[src/rtl/conv_seq_pkg.sv]
// Shared types and constants for the 3x3 convolution sequencer: state encoding,
// convolutor operation codes and configuration limits.
package conv_seq_pkg;

  typedef enum logic [2:0] {
    IDLE,
    PAD_TOP,
    BODY,
    PAD_BOT,
    FLUSH,
    DRAIN,
    DONE
  } state_e;

  localparam logic [1:0] OP_CONV3X3 = 2'd0;
  localparam logic [1:0] OP_IDLE    = 2'd1;

  localparam int CFG_W      = 8;
  localparam int CNT_W      = 16;
  localparam int MIN_WIDTH  = 3;
  localparam int MIN_HEIGHT = 1;

  function automatic logic cfg_in_range(input logic [CFG_W-1:0] v, input int lo, input int hi);
    return (int'(v) >= lo) && (int'(v) <= hi);
  endfunction

endpackage

[src/rtl/seq_tag_delay.sv]
// Fixed-depth shift register that carries per-issue tags alongside the datapath
// latency; clr empties every stage so nothing in flight survives a cancel.
module seq_tag_delay #(
  parameter int TAG_W = 1,
  parameter int DEPTH = 1
) (
  input  logic             clk,
  input  logic             rst,
  input  logic             clr,
  input  logic [TAG_W-1:0] tag_i,
  output logic [TAG_W-1:0] tag_o
);

  logic [TAG_W-1:0] stage_q [0:DEPTH-1];
  logic [TAG_W-1:0] stage_d [0:DEPTH-1];

  always_comb begin
    for (int i = 0; i < DEPTH; i++) stage_d[i] = '0;
    if (!clr) begin
      stage_d[0] = tag_i;
      for (int i = 1; i < DEPTH; i++) stage_d[i] = stage_q[i-1];
    end
  end

  always_ff @(posedge clk or posedge rst) begin
    if (rst) begin
      for (int i = 0; i < DEPTH; i++) stage_q[i] <= '0;
    end else begin
      stage_q <= stage_d;
    end
  end

  assign tag_o = stage_q[DEPTH-1];

endmodule

[src/rtl/conv3x3_sequencer.sv]
// Streams one feature-map channel, framed by zero rows and a flush pixel, into a
// 3x3 convolutor and tags each valid result with its row and column.
module conv3x3_sequencer
  import conv_seq_pkg::*;
#(
  parameter int IMAGE_WIDTH  = 128,
  parameter int IMAGE_HEIGHT = 128,
  parameter int ADDR_W       = 14,
  parameter int RD_LAT       = 1,
  parameter int PIPE_LAT     = 1
) (
  input  logic                    clk,
  input  logic                    rst,
  input  logic                    start,
  input  logic                    abort,
  input  logic [7:0]              cfg_width,
  input  logic [7:0]              cfg_height,
  input  logic                    cfg_relu,
  output logic                    mem_rd_en,
  output logic [ADDR_W-1:0]       mem_addr,
  input  logic signed [7:0]       mem_rdata,
  output logic signed [7:0]       conv_pixel_in,
  output logic [1:0]              conv_operation,
  output logic                    conv_paddingl,
  output logic                    conv_paddingr,
  output logic                    conv_relu,
  output logic                    out_valid,
  output logic [7:0]              out_row,
  output logic [7:0]              out_col,
  output logic                    busy,
  output logic                    done,
  output logic                    cfg_err
);

  localparam int OUT_LAT = RD_LAT + PIPE_LAT;
  localparam logic [CNT_W-1:0] CNT_ONE    = CNT_W'(1);
  localparam logic [CNT_W-1:0] DRAIN_LAST = CNT_W'(OUT_LAT - 1);

  state_e                 state_q, state_d;
  logic [CFG_W-1:0]       w_q, w_d;
  logic [CFG_W-1:0]       row_q, row_d, col_q, col_d;
  logic                   relu_q, relu_d;
  logic                   cfg_err_q, cfg_err_d;
  logic [CNT_W-1:0]       cnt_q, cnt_d;
  logic [CNT_W-1:0]       k_q, k_d;
  logic [CNT_W-1:0]       hw_q, hw_d;
  logic [CNT_W-1:0]       thr_q, thr_d;
  logic [CNT_W-1:0]       w_ext;
  logic                   cfg_ok, issuing, res_issue, body_issue, body_dly;
  logic [2*CFG_W:0]       res_tag_i, res_tag_o;

  assign w_ext      = CNT_W'(w_q);
  assign cfg_ok     = cfg_in_range(cfg_width, MIN_WIDTH, IMAGE_WIDTH) &&
                      cfg_in_range(cfg_height, MIN_HEIGHT, IMAGE_HEIGHT);
  assign issuing    = state_q inside {PAD_TOP, BODY, PAD_BOT, FLUSH};
  assign body_issue = (state_q == BODY);
  // Padded index k yields a result once the window centre has moved past the top pad row.
  assign res_issue  = issuing && (k_q >= thr_q);

  always_comb begin
    state_d   = state_q;
    w_d       = w_q;
    relu_d    = relu_q;
    hw_d      = hw_q;
    thr_d     = thr_q;
    row_d     = row_q;
    col_d     = col_q;
    cfg_err_d = 1'b0;
    cnt_d     = cnt_q + CNT_ONE;
    k_d       = issuing ? k_q + CNT_ONE : k_q;

    if (res_issue) begin
      if (col_q == w_q - 8'd1) begin
        col_d = '0;
        row_d = row_q + 8'd1;
      end else begin
        col_d = col_q + 8'd1;
      end
    end

    case (state_q)
      IDLE: begin
        cnt_d = '0;
        if (start && !abort) begin
          if (cfg_ok) begin
            state_d = PAD_TOP;
            w_d     = cfg_width;
            relu_d  = cfg_relu;
            hw_d    = CNT_W'(cfg_width) * CNT_W'(cfg_height);
            thr_d   = (CNT_W'(cfg_width) << 1) + CNT_ONE;
            k_d     = '0;
            row_d   = '0;
            col_d   = '0;
          end else begin
            cfg_err_d = 1'b1;
          end
        end
      end
      PAD_TOP: if (cnt_q == w_ext - CNT_ONE) begin state_d = BODY;    cnt_d = '0; end
      BODY:    if (cnt_q == hw_q - CNT_ONE)  begin state_d = PAD_BOT; cnt_d = '0; end
      PAD_BOT: if (cnt_q == w_ext - CNT_ONE) begin state_d = FLUSH;   cnt_d = '0; end
      FLUSH: begin
        state_d = DRAIN;
        cnt_d   = '0;
      end
      DRAIN:   if (cnt_q == DRAIN_LAST) state_d = DONE;
      DONE: begin
        state_d = IDLE;
        relu_d  = 1'b0;
      end
      default: state_d = IDLE;
    endcase

    if (abort && state_q != IDLE) begin
      state_d = IDLE;
      relu_d  = 1'b0;
      cnt_d   = '0;
    end
  end

  always_ff @(posedge clk or posedge rst) begin
    if (rst) begin
      state_q   <= IDLE;
      w_q       <= '0;
      relu_q    <= 1'b0;
      hw_q      <= '0;
      thr_q     <= '0;
      row_q     <= '0;
      col_q     <= '0;
      cfg_err_q <= 1'b0;
      cnt_q     <= '0;
      k_q       <= '0;
    end else begin
      state_q   <= state_d;
      w_q       <= w_d;
      relu_q    <= relu_d;
      hw_q      <= hw_d;
      thr_q     <= thr_d;
      row_q     <= row_d;
      col_q     <= col_d;
      cfg_err_q <= cfg_err_d;
      cnt_q     <= cnt_d;
      k_q       <= k_d;
    end
  end

  // Body flag lines up with returning read data; result tags also cover the convolutor pipe.
  seq_tag_delay #(.TAG_W(1), .DEPTH(RD_LAT)) u_body_dly (
    .clk   (clk),
    .rst   (rst),
    .clr   (abort && busy),
    .tag_i (body_issue),
    .tag_o (body_dly)
  );

  assign res_tag_i = res_issue ? {1'b1, row_q, col_q} : '0;

  seq_tag_delay #(.TAG_W(2*CFG_W+1), .DEPTH(OUT_LAT)) u_res_dly (
    .clk   (clk),
    .rst   (rst),
    .clr   (abort && busy),
    .tag_i (res_tag_i),
    .tag_o (res_tag_o)
  );

  assign {out_valid, out_row, out_col} = res_tag_o;

  assign busy           = (state_q != IDLE);
  assign done           = (state_q == DONE);
  assign cfg_err        = cfg_err_q;
  assign mem_rd_en      = body_issue;
  assign mem_addr       = body_issue ? ADDR_W'(cnt_q) : '0;
  assign conv_pixel_in  = body_dly ? mem_rdata : '0;
  assign conv_operation = (state_q inside {PAD_TOP, BODY, PAD_BOT, FLUSH, DRAIN}) ? OP_CONV3X3 : OP_IDLE;
  assign conv_paddingl  = out_valid && (out_col == 8'd0);
  assign conv_paddingr  = out_valid && (out_col == w_q - 8'd1);
  assign conv_relu      = relu_q;

endmodule

[config.mk]
export PLATFORM = sky130hd
export DESIGN_NAME = conv3x3_sequencer
export DESIGN_NICKNAME = d
export VERILOG_FILES = /design/src/rtl/conv_seq_pkg.sv /design/src/rtl/seq_tag_delay.sv /design/src/rtl/conv3x3_sequencer.sv
export SDC_FILE = /design/constraint.sdc
export NUM_CORES = 1
export LEC_CHECK = 0
export ABC_AREA = 1
export ABC_CLOCK_PERIOD_IN_PS = 3700
export CAP_MARGIN = 15
export CORE_MARGIN = 8
export CORE_UTILIZATION = 45
export DETAILED_ROUTE_END_ITERATION = 8
export DONT_BUFFER_PORTS = 1
export MAX_ROUTING_LAYER = met4
export PLACE_DENSITY = 0.65
export SLEW_MARGIN = 5
export SYNTH_ARGS = -nofsm -noshare
export SYNTH_HDL_FRONTEND = slang
export SYNTH_SLANG_ARGS = --single-unit
[constraint.sdc]
create_clock -name clk -period 3.7 [get_ports clk]
set_input_delay 0.74 -clock clk [delete_from_list [all_inputs] [get_ports clk]]
set_output_delay 0.74 -clock clk [all_outputs]
set_load 0.01 [all_outputs]
Word-level counts from Yosys, hierarchy flattened. Index checks and enable logic that the tools add are counted. Widths: inputs -> output; s select.

Multiplexer cells: 39. Equal/unequal tests: 17. Shifts and indexed selects: 0. Bitwise gates (word level): 0. $mul: 1. Reductions and logical operators: 20. Add/subtract/negate cells: 8. Order comparisons: 5. Divide/modulo/power cells: 0.

Operators by type and width (number): $mux 16 (7); $mux 8 (11); $pmux 16 s3 (1); $mux 34 (1); $add 16x1->16 const B (2); $eq 16x16->1 (2); $mux 3 (7); $pmux 3 s6 (1); $mux 17 (1); $add 8x1->8 const B (2); $eq 16x1->1 const B (1); $eq 8x8->1 (2); $ge 16x16->1 (1); $le 8x8->1 const B (2); $mul 8x8->16 (1); $sub 16x1->16 const B (1); $mux 14 (1); $ne 3x2->1 const B (4); $add 9x1->10 const B (1); $eq 3x3->1 const B (3); $sub 8x1->9 const B (1); $ge 8x1->1 const B (1); $ge 8x2->1 const B (1); $logic_and 1x1->1 (8); other kinds (15) (27).

Register bits: 128. Bits of input ports: 29. Memories: 0. Memory bits (read-only): 0. Memory bits (writable): 0. Latch bits: 0. Word-level logic and storage cells: 103. Output and inout bits: 48.

Longest topological paths before layout.
Depth after elaboration: 7. Mapped depth: 19.

By module. A second synthesis with hierarchy kept.

Cells, all modules: 1278. Area, all modules: 9146.3 um2.

By module, submodules not included: conv3x3_sequencer (cells each 1150, instances 1, area each 7820.0 um2); seq_tag_delay at u_res_dly (cells each 124, instances 1, area each 1287.5 um2); seq_tag_delay at u_body_dly (cells each 4, instances 1, area each 38.8 um2).

Least setup slack after synthesis. No wires, ideal clock.

Path kind: input port to flip-flop. Start: in cfg_width[0]. End: reg hw_q[12]. Slack: -0.934 ns. Arrival: 4.507 ns. Setup time: 0.127 ns. Stages on the path: 17. Path through: clkbuf_1 nand2_1 fa_1 fa_1 inv_1 fa_1 inv_1 fa_1 inv_1 ha_1 a21oi_1 o21ai_0 a21oi_1 nor2_1 nor2_1 xor2_1 o21ai_0.

Word-level cells in the longest chain between the ends: 4. Elaborated cells between the ends (all ways): 6. Those cells by class: mul (1); order compare (2); reduce/logical (3).

RTL lines: from (decl) (RTL line conv3x3_sequencer.sv:16) `input logic [7:0] cfg_width,`; parallel branches: the longest is 4 deep, another holds $mul 8x8->16; to (signal assigned) (RTL line conv3x3_sequencer.sv:137) `hw_q <= hw_d;`; to (decl) (RTL line conv3x3_sequencer.sv:46) `logic [CNT_W-1:0] hw_q, hw_d;`.

Several ways; the timed one is not identified. A chain may end at the register's enable or synchronous reset.

Worst setup path in the final report.
Start: in cfg_height[2]. End: reg hw_q[13].

Word-level cells in the longest chain between the ends: 4. Elaborated cells between the ends (all ways): 6. Those cells by class: mul (1); order compare (2); reduce/logical (3).

RTL lines: from (decl) (RTL line conv3x3_sequencer.sv:17) `input logic [7:0] cfg_height,`; parallel branches: the longest is 4 deep, another holds $mul 8x8->16.

Several ways; the timed one is not identified.

==> metrics <==
outcome finished, violations left; failing checks negative setup slack; dpl ws -0.5003 ns; final hold slack roughly 0.28 ns; first-pass GRT wire length 35.60 mm; initial antenna violation count 0; fin crit share 1.008; predominant post-synthesis flop cell dfrtp_1; Clock Tree Root clkbuf_16; post-DP HPWL 16.39 mm; initial DRC count between 400 and 500; vias in the first global route 7460; Layout Cells excl Fill 1532; placed cell areas roughly 9500 um^2; synth warn 0; Net Sw Frac 0.4255; Final Hold Viols 0; vias approximately 7.4k; Seq/Total Area, Yosys 0.3108; crit path max fanout 9; Cell Int Power roughly 3800 uW; Core Region approximately 20000 um^2; critical path endpoint hw_q[13]$_DFFE_PP0P_; Via density 4.852; routability-driven placement congestion ratio about 0.90; Die Y 158.2 um; Flop pwr share 0.262; crit end category flip-flop; Gate Count Post-Synth around 1.3k; Clk Latency, worst-skew pair 0.42 ns; DR pass1 iterations 5; post-synth cell types 49; grt total ovfl 0; minimum clock period about 3.7 ns; IO Count 77; Mapped Area roughly 9000 um^2; # setup viols final 1; Worst R2R End col_q[0]$_DFF_PP0_; Slew HR 0.4493; reg-to-reg startpoint w_q[0]$_DFFE_PP0P_; Setup WS post-layout -0.02976 ns; clock sinks 113; antenna viol nets, final 0; combinational power share 0.494; largest net degree at the start of global routing 56; Setup TNS -0.02976 ns; Final Instance Area 10170 um^2; final WL approximately 21 mm; hold_buf cts 0; power per cell area 657.6 nW/um^2; clock transition at the registers of the reported paths 0.06 ns; Worst Tran Pin Value 0.8248 ns; Worst Setup SP cfg_height[2]; wire per inst 13.68 um; VDD IR max between 300 and 400 uV; worst r2r path cells 14; skew final approximately 0.0090 ns; FF-to-FF setup slack around 1.1 ns; Post-Syn Area per Cell between 7 and 8 um^2; leak pwr between 0.005 and 0.006 uW; Max Fclk between 200 and 300 MHz; synthesized flop and latch total approximately 110; Worst EP arrival 4.01 ns; chip width 158.2 um; die area roughly 25000 um^2; Async SR Flop Fraction 1.000; CP required around 4.0 ns; crit path kind in2reg; CTS Buf Count 17; post-synth net total about 1.4k; Layout Nets ~1.4k; num rows 52; Antenna diodes 0; I/O Buffers 0; H-tree depth 4; Max Slew Vio Count 0; Post-synth EDFFs 0; CTS max path bufs 2; Startpoint Class primary input; Clock power frac 0.245; Min-Delay Path Class in2async; layout cells sized above 1 0.1379; Global Route Usage Sum 0.1853; Residual DRC 0; RSZ-0062 raised after global routing yes; post-placement cell count 1499; Initial Util 0.4540; sw power 2846 uW; max-cap viol count 0; CTS tree built; Area growth syn-to-layout 11.77%
kinds of logic after synthesis:
kind of cell | synth area share
simple gates | 0.2927
buf+inv | 0.1465
flops | 0.3108
fa+ha+maj | 0.1507
compound gates | 0.05364
xor+xnor | 0.04525
other cells | 0.0004122
worst max-delay path: stages:
cell,delay (ns)
nand2_8,0.05
inv_4,0.03
fa_1,0.55
fa_1,0.44
fa_1,0.54
inv_2,0.04
fa_1,0.51
inv_2,0.05
ha_4,0.26
a21oi_4,0.17
inv_2,0.06
a31oi_4,0.15
o21ai_2,0.08
a21oi_2,0.12
xor2_1,0.16
o21ai_1,0.07
stage by stage:
stage,total power (uW),util
2_1_floorplan,4133,-
3_3_place_gp,4858,0.4723
3_5_place_dp,4908,0.4723
4_1_cts,6596,0.5024
5_1_grt,7283,0.5074
6_report,6687,0.5074
synth_stat cells (4+ instances only):
master / number / area, um^2
a21oi_1: 27 / 135.1
buf_2: 16 / 80.08
buf_4: 19 / 142.6
buf_6: 4 / 45.04
clkbuf_1: 11 / 41.29
dfrtp_1: 113 / 2828
fa_1: 36 / 720.7
ha_1: 52 / 650.6
inv_1: 253 / 949.7
inv_2: 16 / 60.06
nand2_1: 293 / 1100
nand2_2: 11 / 68.82
nand3_1: 71 / 355.3
nand3b_1: 6 / 45.04
nand4_1: 22 / 137.6
nor2_1: 149 / 559.3
nor2_2: 5 / 31.28
nor2_4: 8 / 90.09
nor3_1: 9 / 45.04
nor3_2: 5 / 50.05
o21ai_0: 40 / 200.2
or2_2: 6 / 37.54
xnor2_1: 18 / 157.7
xor2_1: 29 / 254.0
flip-flops by register name, indices dropped and copies added (netlist names):
name / cells
w_q: 7
u_res_dly.stage_q: 17
cfg_err: 1
cnt_q: 16
col_q: 8
hw_q: 16
k_q: 16
thr_q: 2
row_q: 8
u_res_dly.tag_o: 17
state_q: 3
u_body_dly.tag_o: 1
conv_relu: 1
per-layer routing:
metal,GRT usage,vias up,share of wire
met5,-,-,0
met4,0.09744,0,0.036
met3,0.02976,49,0.044
met2,0.2995,165,0.47
met1,0.2200,3437,0.45
li1,-,3782,-
area by class of cell:
class / instances / area [um^2]
Sequential cell: 113 / 2828
Clock buffer: 18 / 439.2
Tap cell: 270 / 337.8
Clock inverter: 14 / 152.6
Fill cell: 2000 / 9871
Inverter: 270 / 1022
Timing Repair Buffer: 27 / 215.2
Multi-Input combinational cell: 820 / 5174
worst min-delay path by stage:
stage / endpoint / depth (start not counted) / startpoint
global route: k_q[8]$_DFF_PP0_ / 1 / rst
global placement: u_res_dly.tag_o[14]$_DFF_PP0_ / 2 / u_res_dly.stage_q[31]$_DFF_PP0_
finish: u_res_dly.stage_q[17]$_DFF_PP0_ / 1 / rst
CTS: k_q[8]$_DFF_PP0_ / 1 / rst
floorplan: thr_q[0]$_DFFE_PP0P_ / 1 / thr_q[0]$_DFFE_PP0P_
detailed placement: u_res_dly.tag_o[8]$_DFF_PP0_ / 2 / u_res_dly.stage_q[25]$_DFF_PP0_
timing repair:
action	in CTS	in global routing
buffers inserted	0	1
gates resized for setup	3	27
pin swaps	0	17
endpoints found under the setup margin	2	7
endpoints found under the hold margin	0	0
cells in the final DEF, fill, tap and decap left out, types with 21 or more instances in the layout:
| cell | count |
|---|---|
| buf_4 | 26 |
| o21ai_0 | 30 |
| nor2_1 | 147 |
| fa_1 | 33 |
| xor2_1 | 29 |
| a21oi_1 | 21 |
| ha_1 | 46 |
| inv_1 | 238 |
| inv_2 | 29 |
| nand4_1 | 22 |
| nand2_1 | 281 |
| nand3_1 | 71 |
| dfrtp_1 | 113 |
power by group through the flow:
stage,Clock [uW],Sequential [uW],Combinational [uW]
2_1_floorplan,0,1690,2450
3_3_place_gp,0,1760,3100
3_5_place_dp,0,1770,3140
4_1_cts,1670,1750,3180
5_1_grt,1740,1780,3760
6_report,1640,1750,3300
No activity file was read; power rests on OpenSTA's default activity.
